`config.mk`:
```
export PLATFORM = sky130hd
export DESIGN_NAME = alu_writeback
export DESIGN_NICKNAME = d
export VERILOG_FILES = /design/src/rtl/alu_writeback_pkg.sv /design/src/rtl/alu_writeback_kind_decode.sv /design/src/rtl/alu_writeback.sv
export SDC_FILE = /design/constraint.sdc
export NUM_CORES = 1
export LEC_CHECK = 0
export BUFFER_PORTS_ARGS = -buffer_cell sky130_fd_sc_hd__buf_2
export CAP_MARGIN = 20
export CORE_MARGIN = 2
export CORE_UTILIZATION = 30
export CTS_BUF_LIST = sky130_fd_sc_hd__clkbuf_8
export CTS_CLUSTER_DIAMETER = 80
export CTS_CLUSTER_SIZE = 28
export DETAILED_ROUTE_END_ITERATION = 10
export PLACE_DENSITY_LB_ADDON = 0.15
export SYNTH_ARGS = -nofsm -noshare
export SYNTH_HDL_FRONTEND = slang
export SYNTH_SLANG_ARGS = --single-unit
```
`constraint.sdc`:
```
create_clock -name clk -period 1.5 [get_ports clk]
set_input_delay 0.3 -clock clk [delete_from_list [all_inputs] [get_ports clk]]
set_output_delay 0.3 -clock clk [all_outputs]
set_load 0.1 [all_outputs]
```
`src/rtl/alu_writeback_pkg.sv`:
```
// Shared types for the ALU writeback stage: data/pc/instruction types, op kind and shadow tag.
package alu_writeback_pkg;

    localparam int unsigned DATA_W        = 32;
    localparam int unsigned PC_W          = 10;
    localparam int unsigned WB_NUM_REGS   = 16;
    localparam int unsigned WB_REG_ADDR_W = $clog2(WB_NUM_REGS);

    typedef logic [DATA_W-1:0] data_t;
    typedef logic [PC_W-1:0]   instruction_memory_address_t;

    // ALU opcode; encodings above JAL are unused and decode as NONE.
    typedef enum logic [4:0] {
        NOP  = 5'd0,
        ADD  = 5'd1,
        SUB  = 5'd2,
        MUL  = 5'd3,
        ABS  = 5'd4,
        SLT  = 5'd5,
        SEQ  = 5'd6,
        SNEZ = 5'd7,
        MIN  = 5'd8,
        SLL  = 5'd9,
        ADDI = 5'd10,
        MULI = 5'd11,
        SLLI = 5'd12,
        SEQI = 5'd13,
        DIV  = 5'd14,
        DIVI = 5'd15,
        BEQO = 5'd16,
        BEQZ = 5'd17,
        JAL  = 5'd18
    } alu_instruction_t;

    // What an op does when it retires.
    typedef enum logic [1:0] {
        NONE   = 2'd0,
        WRITE  = 2'd1,
        BRANCH = 2'd2,
        JUMP   = 2'd3
    } alu_kind_t;

    // Destination/control tag carried alongside the op through the ALU latency.
    typedef struct packed {
        logic                        valid;
        alu_kind_t                   kind;
        logic [WB_REG_ADDR_W-1:0]    rd;
        instruction_memory_address_t link;
        instruction_memory_address_t target;
    } wb_tag_t;

    // True for kinds that produce a register-file write (rd permitting).
    function automatic logic writes_reg(input alu_kind_t kind);
        return (kind == WRITE) || (kind == JUMP);
    endfunction

endpackage

```
`src/rtl/alu_writeback_kind_decode.sv`:
```
// Combinational opcode -> retire-kind classifier, shared with upstream hazard logic.
module alu_kind_decode
    import alu_writeback_pkg::*;
(
    input  alu_instruction_t instruction,
    output alu_kind_t        kind
);

    // Classify the opcode; unknown encodings retire as nothing.
    always_comb begin
        kind = NONE;
        case (instruction)
            ADD, SUB, MUL, ABS, SLT, SEQ, SNEZ, MIN, SLL,
            ADDI, MULI, SLLI, SEQI, DIV, DIVI: kind = WRITE;
            BEQO, BEQZ:                        kind = BRANCH;
            JAL:                               kind = JUMP;
            default:                           kind = NONE;
        endcase
    end

endmodule

```
`src/rtl/alu_writeback.sv`:
```
// Writeback companion of the 2-stage ALU: shadows each op's tag for two enabled
// edges, then retires it as a register write and/or a redirect, squashing the
// younger ops behind a taken control transfer.
module alu_writeback
    import alu_writeback_pkg::*;
#(
    parameter int unsigned NUM_REGS   = WB_NUM_REGS,
    parameter int unsigned REG_ADDR_W = $clog2(NUM_REGS)
) (
    input  logic                        clk,
    input  logic                        rst,
    input  logic                        enable,
    input  logic                        in_valid,
    input  alu_instruction_t            in_instruction,
    input  logic [REG_ADDR_W-1:0]       in_rd,
    input  instruction_memory_address_t in_pc,
    input  data_t                       in_imm,
    input  data_t                       alu_result,
    output logic                        wr_en,
    output logic [REG_ADDR_W-1:0]       wr_addr,
    output data_t                       wr_data,
    output logic                        redirect,
    output instruction_memory_address_t redirect_pc,
    output logic [NUM_REGS-1:0]         pending
);

    alu_kind_t in_kind;
    wb_tag_t   in_tag;
    wb_tag_t   s1_q;
    wb_tag_t   s2_q;
    wb_tag_t   s1_d;
    wb_tag_t   s2_d;
    logic      retire;

    alu_kind_decode u_kind_decode (
        .instruction (in_instruction),
        .kind        (in_kind)
    );

    // Build the tag for the op being presented; link/target wrap at pc width.
    always_comb begin
        in_tag        = '0;
        in_tag.valid  = in_valid;
        in_tag.kind   = in_kind;
        in_tag.rd     = in_rd;
        in_tag.link   = in_pc + PC_W'(1);
        in_tag.target = in_pc + PC_W'(in_imm);
    end

    // s2 lines up with alu_result; only an enabled cycle consumes it.
    assign retire = enable & s2_q.valid;

    // Retire decode: everything is zero unless the op in s2 is retiring.
    always_comb begin
        wr_en       = 1'b0;
        wr_addr     = '0;
        wr_data     = '0;
        redirect    = 1'b0;
        redirect_pc = '0;
        if (retire) begin
            case (s2_q.kind)
                WRITE: begin
                    wr_en   = (s2_q.rd != '0);
                    wr_addr = s2_q.rd;
                    wr_data = alu_result;
                end
                BRANCH: begin
                    if (alu_result[0]) begin
                        redirect    = 1'b1;
                        redirect_pc = s2_q.target;
                    end
                end
                JUMP: begin
                    redirect    = 1'b1;
                    redirect_pc = alu_result[PC_W-1:0];
                    wr_en       = (s2_q.rd != '0);
                    wr_addr     = s2_q.rd;
                    wr_data     = DATA_W'(s2_q.link);
                end
                default: ;
            endcase
        end
    end

    // Next shadow contents; a redirect squashes both younger ops.
    always_comb begin
        s1_d       = in_tag;
        s1_d.valid = in_valid & ~redirect;
        s2_d       = s1_q;
        s2_d.valid = s1_q.valid & ~redirect;
    end

    // Shadow pipeline registers, advancing in lockstep with the ALU.
    always_ff @(posedge clk or negedge rst) begin
        if (!rst) begin
            s1_q <= '0;
            s2_q <= '0;
        end else if (enable) begin
            s1_q <= s1_d;
            s2_q <= s2_d;
        end
    end

    // Outstanding register writes, for upstream hazard detection.
    always_comb begin
        pending = '0;
        if (s1_q.valid && writes_reg(s1_q.kind) && (s1_q.rd != '0)) begin
            pending[s1_q.rd] = 1'b1;
        end
        if (s2_q.valid && writes_reg(s2_q.kind) && (s2_q.rd != '0)) begin
            pending[s2_q.rd] = 1'b1;
        end
    end

endmodule

```
==> results.ini, run 1 <==
[global_routing]
grt_use_met2 = 0.345
first_global_vias = 3376
grt_pass1_wl_mm = 16.7
grt_max_degree = 55
overflow = 0
grt_busiest_layer = met2
met3_usage = 0.0422
antenna_found_initial = 1
grt_usage = 0.180
use_met1 = 0.201

[timing]
hold_violations = 0
finalSetupViolCount = 64
drv_slew = 0
rsz0062_at_grt = yes
worst_clock_skew_ns = 0.00702
finalCriticalPeriod_ns = 2.00
layout_setup_ws_ns = -0.501
post-route-period-util = 1.33
timing.fmax_mhz = 500
fin_setup_tns_ns = -22.44

[synthesis]
synth_edf_count = 0
yosysMostFrequentCell = dfrtp_1
synth_ff_type = dfrtp_1
synth_top_area_frac = 0.414
synth_commonest_cells = dfrtp_1, nor2_1, mux2_2
async_flop_share = 1.00
synthTopCellsByArea = dfrtp_1, mux2_2, nor2_1
synthCells = 338
synth_top_area_cell = dfrtp_1
avgSynthCellArea_sq_um = 9.65
syn_nets = 436
ys_warn_count = 0
ys_ff_latch = 54
ys_seq_area_frac = 0.414
synth_area_sq_mm = 0.00326
synthDistinctLibCells = 49

[worst_hold_path]
hp-class = input port to flop

[setup_path]
cp.arrival_ns = 1.70
max_stage_delay_ns = 0.60
worstPathCellList = or4b_4, o22ai_4, buf_12
cp-end-kind = output pin
worst-path-max-fanout = 3
criticalPathCategory = flop to output pin
cp_slowest_cell = or4b_4
required_ns = 1.20
startpoint_type = flop

[die]
core_area_sq_mm = 0.0107
rows = 38
start_util = 0.304
dieWidth_um = 108
dieArea_sq_mm = 0.0117
die_h_um = 108
pin_count = 151

[route]
drt_iter0_drc = 98
drc = 0
ant_nets = 0
vias = 3234
viasPerCell = 4.82
drt_wl_total_mm = 10.4
dr.pass1.iters = 4
post_drt_wl_per_cell_um = 15.4

[placement]
portBuffers = 127
dp_hpwl_mm = 8.33
gp_congestion = 0.797
place_inst = 657

[outcome]
violations = setup timing
status = finished with violations

[cells_and_area]
fin_cells = 671
ff_latch_area_sq_mm = 0.00135
multiInputGateArea_sq_mm = 0.00260
nFillCells = 860
final_core_util = 0.613
area_growth_pct = 102
drive_above_1_share = 0.678
diodes = 0
final_nets = 628

[cts]
cts-root-buf = clkbuf_8
cts_tree = done
clock_path_buffers = 2
cts_buffers = 5
cts_sinks = 54
cts-htree-levels = 2
cts.clk_slew.worst_paths_ns = 0.09
clk_latency_ns = 0.30

[pwr]
p_per_area_mw_per_mm2 = 759
p_leak_nw = 2.65
vdd_drop_max_mv = 0.416
total_power_mw = 5.00

[job]
cap_viol_max_count = 0

layout make-up:
cell class,count,area share
clock buffers,5,0.0105
clock inverters,3,0.00627
inverters,9,0.00513
multi-input cells,258,0.395
flip-flops and latches,54,0.206
well taps,140,0.0266
repair buffers,202,0.351
worst max-delay path: cells and delay by family, from the launching register on:
kind,cells,cell delay [ns]
flip-flops,1,0.41
AO/OA/AOI/OAI,1,0.20
AND/OR/NAND/NOR,1,0.60
buffers and inverters,1,0.20
logic make-up (layout without fill, tap and decap cells):
group / Yosys count / count (layout) / share of synthesized area
compound gates: 67 / 67 / 0.137
xor+xnor: 13 / 13 / 0.0349
other cells: 1 / 1 / 0.00115
fa+ha+maj: 11 / 11 / 0.0445
flops: 54 / 54 / 0.414
mux: 44 / 44 / 0.149
simple gates: 122 / 122 / 0.185
buf+inv: 26 / 219 / 0.0341
per-layer routing:
metal | vias up | share of wire | wire length [um]
met5 | - | 0.00097 | 10
met4 | 2 | 0.0075 | 78
met3 | 6 | 0.082 | 846
met2 | 106 | 0.54 | 5620
met1 | 1541 | 0.37 | 3810
li1 | 1579 | - | -
registers in the layout, summed over array words and instances (netlist names):
name and count:
s2_q 27, s1_q 27
per-stage QoR:
stage | hold slack, ns | area (sq um) | worst slack [ns]
final | 0.225 | 6590 | -0.501
after global routing | 0.215 | 6590 | -0.555
after CTS | 0.216 | 6520 | -0.518
after detailed placement | 0.320 | 6040 | -0.428
after global placement | 0.314 | 6040 | -0.354
after floorplan | 0.00441 | 3830 | -0.625
timing repair:
action,in CTS,in global routing
hold endpoints to repair,54,0
setup endpoints to repair,65,64
cloned,1,0
hold buffers,1,0
resized for setup,69,23
buffers inserted,5,4
pin swaps,31,18
cells in the final DEF (no fill, tap or decap), types with 10 or more instances in the layout:
cell type  count
a21oi_1       13
and2_4        23
buf_12        68
buf_2         61
buf_4         52
buf_6         15
dfrtp_1       52
mux2_2        33
nand2_1       19
nor2_1        18
nor2_4        25
o21ai_0       10
o22ai_4       11
power by group:
part | switching [mW] | internal [mW] | total, mW | leakage, nW
combinational | 1.17 | 1.00 | 2.17 | 1.96
clock | 0.461 | 0.492 | 0.953 | 0.0556
sequential | 0.192 | 1.69 | 1.88 | 0.631
total | 1.82 | 3.18 | 5.00 | 2.65
final timing paths:
kind | from | to | slack [ns] | cells past startpoint
worst max-delay path | s1_q[20] | pending[12] | -0.50 | 3
worst min-delay path | in_rd[1] | s1_q[21] | 0.22 | 2
worst max register to register | s2_q[25] | s1_q[26] | 0.20 | 6
worst min register to register | s1_q[3] | s1_q[3] | 0.50 | 1
max in group asynchronous | rst | s2_q[23] | 0.73 | 3
min in group asynchronous | rst | s2_q[0] | 0.51 | 3
Note: power is estimated with default switching activity, not from simulation.
==> run 2: changes to the inputs <==
--- a/config.mk
+++ b/config.mk
@@ -5,7 +5,6 @@
 export SDC_FILE = /design/constraint.sdc
 export NUM_CORES = 1
 export LEC_CHECK = 0
-export BUFFER_PORTS_ARGS = -buffer_cell sky130_fd_sc_hd__buf_2
 export CAP_MARGIN = 20
 export CORE_MARGIN = 2
 export CORE_UTILIZATION = 30
@@ -13,6 +12,7 @@
 export CTS_CLUSTER_DIAMETER = 80
 export CTS_CLUSTER_SIZE = 28
 export DETAILED_ROUTE_END_ITERATION = 10
+export DONT_BUFFER_PORTS = 1
 export PLACE_DENSITY_LB_ADDON = 0.15
 export SYNTH_ARGS = -nofsm -noshare
 export SYNTH_HDL_FRONTEND = slang
==> results.ini, run 2 (synthesis gave the netlist of run 1 again) <==
[cts]
cts-htree-levels = 2  ; unchanged
cts_buffers = 5  ; unchanged
clk_latency_ns = 0.31  ; about the same
clock_path_buffers = 2  ; unchanged
cts.clk_slew.worst_paths_ns = 0.10  ; about the same
cts-root-buf = clkbuf_8
cts_tree = done
cts_sinks = 54  ; unchanged

[timing]
hold_violations = 54  ; +54
rsz0062_at_grt = yes
timing.fmax_mhz = 497  ; -0.47%
hold_slack_ns = -0.323  ; -0.548 ns
finalCriticalPeriod_ns = 2.01  ; +0.00940 ns
finalSetupViolCount = 63  ; -1.6%
worst_clock_skew_ns = 0.00367  ; -0.00335 ns
post-route-period-util = 1.34  ; +0.00627
drv_slew = 0  ; unchanged
layout_setup_ws_ns = -0.511  ; -0.00940 ns

[pwr]
clock_power_share = 0.205  ; +0.014
power.share.switching = 0.357  ; -0.00775
combPwrFrac = 0.401  ; -0.033
p_leak_nw = 2.17  ; -18%
power_frac_seq = 0.393  ; +0.017
total_power_mw = 4.73  ; -5.4%
vdd_drop_max_mv = 0.472  ; +14%
p_per_area_mw_per_mm2 = 828  ; +9.0%
intPower_mw = 3.04  ; -4.3%
p_sw_mw = 1.69  ; -7.4%

[placement]
portBuffers = 0  ; -100%
gp_congestion = 0.843  ; +5.8%
dp_hpwl_mm = 7.62  ; -8.6%
place_inst = 551  ; -16%

[global_routing]
overflow = 0  ; unchanged
grt_usage = 0.175  ; -0.00502
grt_max_degree = 68  ; +24%
antenna_found_initial = 0  ; -1
first_global_vias = 2971  ; -12%
grt_pass1_wl_mm = 15.9  ; -4.4%

[cells_and_area]
reg.largest.list = s1_q (27), s2_q (27)
mostFrequentLayoutCell = dfrtp_1
fin_cells = 568  ; -15%
nFillCells = 924  ; +7.4%
final_nets = 525  ; -16%
layout_common_cells = dfrtp_1, buf_12, mux2_2, buf_4, nor2_4
drive_above_1_share = 0.591  ; -0.0868
diodes = 0  ; unchanged
area_growth_pct = 75.1

[die]
die_h_um = 108  ; unchanged
pin_count = 151  ; unchanged
dieArea_sq_mm = 0.0117  ; unchanged
start_util = 0.304  ; unchanged
rows = 38  ; unchanged
core_area_sq_mm = 0.0107  ; unchanged
dieWidth_um = 108  ; unchanged

[route]
drc = 0  ; unchanged
vias = 2864  ; -11%
viasPerCell = 5.04  ; +4.6%
ant_nets = 0  ; unchanged
post_drt_wl_per_cell_um = 17.1  ; +11%
drt_wl_total_mm = 9.69  ; -6.5%
dr.pass1.iters = 4  ; unchanged
drt_iter0_drc = 87  ; -11%

[setup_path]
worst-path-max-fanout = 3  ; unchanged
cp.arrival_ns = 1.71  ; about the same
criticalPathCategory = flop to output pin
r2r_setup_slack_ns = 0.16  ; -0.04 ns
required_ns = 1.20  ; about the same
cp-end-kind = output pin
startpoint_type = flop

[outcome]
violations = hold timing, setup timing
status = finished with violations

[job]
cap_viol_max_count = 0  ; unchanged

[worst_hold_path]
hp-class = input port to asynchronous set/reset pin

-- run 2: changes by cell type in the layout (fill, tap and decap cells not counted), moves of 2 or more --
cell and delta:
buf_4 -25, mux2i_4 -5, nand2_1 +2, buf_12 -19
nand2_2 -2, buf_2 -61, buf_16 +2, mux2i_2 +4
-- run 2: per-layer routing --
metal  vias up  global-route usage  share of wire
met1      1373               0.200           0.36
met4         0              0.0385         0.0091
met2       108               0.335           0.56
met3         4              0.0356          0.068
li1       1379                   -              -
met5         -                   0              0
-- run 2: what timing repair did --
action	in CTS	in global routing
gates cloned	3	0
endpoints found under the setup margin	63	63
hold endpoints to repair	54	54
pin swaps	34	21
gates resized for setup	74	8
setup buffers	9	4
-- run 2: power groups by stage --
stage | logic [mW] | clock network (mW) | registers [mW]
after floorplan | 1.23 | 0 | 1.83
after global placement | 1.66 | 0 | 1.86
after detailed placement | 1.69 | 0 | 1.87
after CTS | 1.91 | 0.991 | 1.86
after global routing | 2.02 | 1.05 | 1.89
final | 1.90 | 0.971 | 1.86
-- run 2: per-stage QoR --
| step | util | area, sq um | worst slack (ns) | setup TNS, ns |
|---|---|---|---|---|
| CTS | 0.531 | 5710 | -0.524 | -24.64 |
| global route | 0.532 | 5710 | -0.566 | -27.01 |
| global placement | 0.480 | 5160 | -0.223 | -4.93 |
| finish | 0.532 | 5710 | -0.511 | -22.36 |
| detailed placement | 0.480 | 5160 | -0.241 | -5.52 |
| floorplan | - | 3830 | -0.625 | -21.57 |
-- run 2: area by class of cell --
type / instances / area, sq um / area share
multi-input cells: 258 / 2540 / 0.445
repair buffers: 99 / 1500 / 0.262
inverters: 9 / 33.8 / 0.00591
well taps: 140 / 175 / 0.0307
clock inverters: 3 / 41.3 / 0.00723
flip-flops and latches: 54 / 1350 / 0.237
clock buffers: 5 / 68.8 / 0.0120
-- run 2: worst paths after layout --
check / from / depth (start not counted) / endpoint
max: s1_q[20] / 3 / pending[8]
min: rst / 0 / s1_q[12]
max reg2reg: s2_q[26] / 7 / s2_q[26]
min reg2reg: s1_q[3] / 1 / s1_q[3]
max in group asynchronous: rst / 0 / s2_q[15]
min in group clk: enable / 1 / s1_q[14]
-- run 2: critical path, stage by stage, from the launching register on --
cell     delay, ns
dfrtp_1       0.41
or4b_4        0.60
o22ai_4       0.19
buf_12        0.19
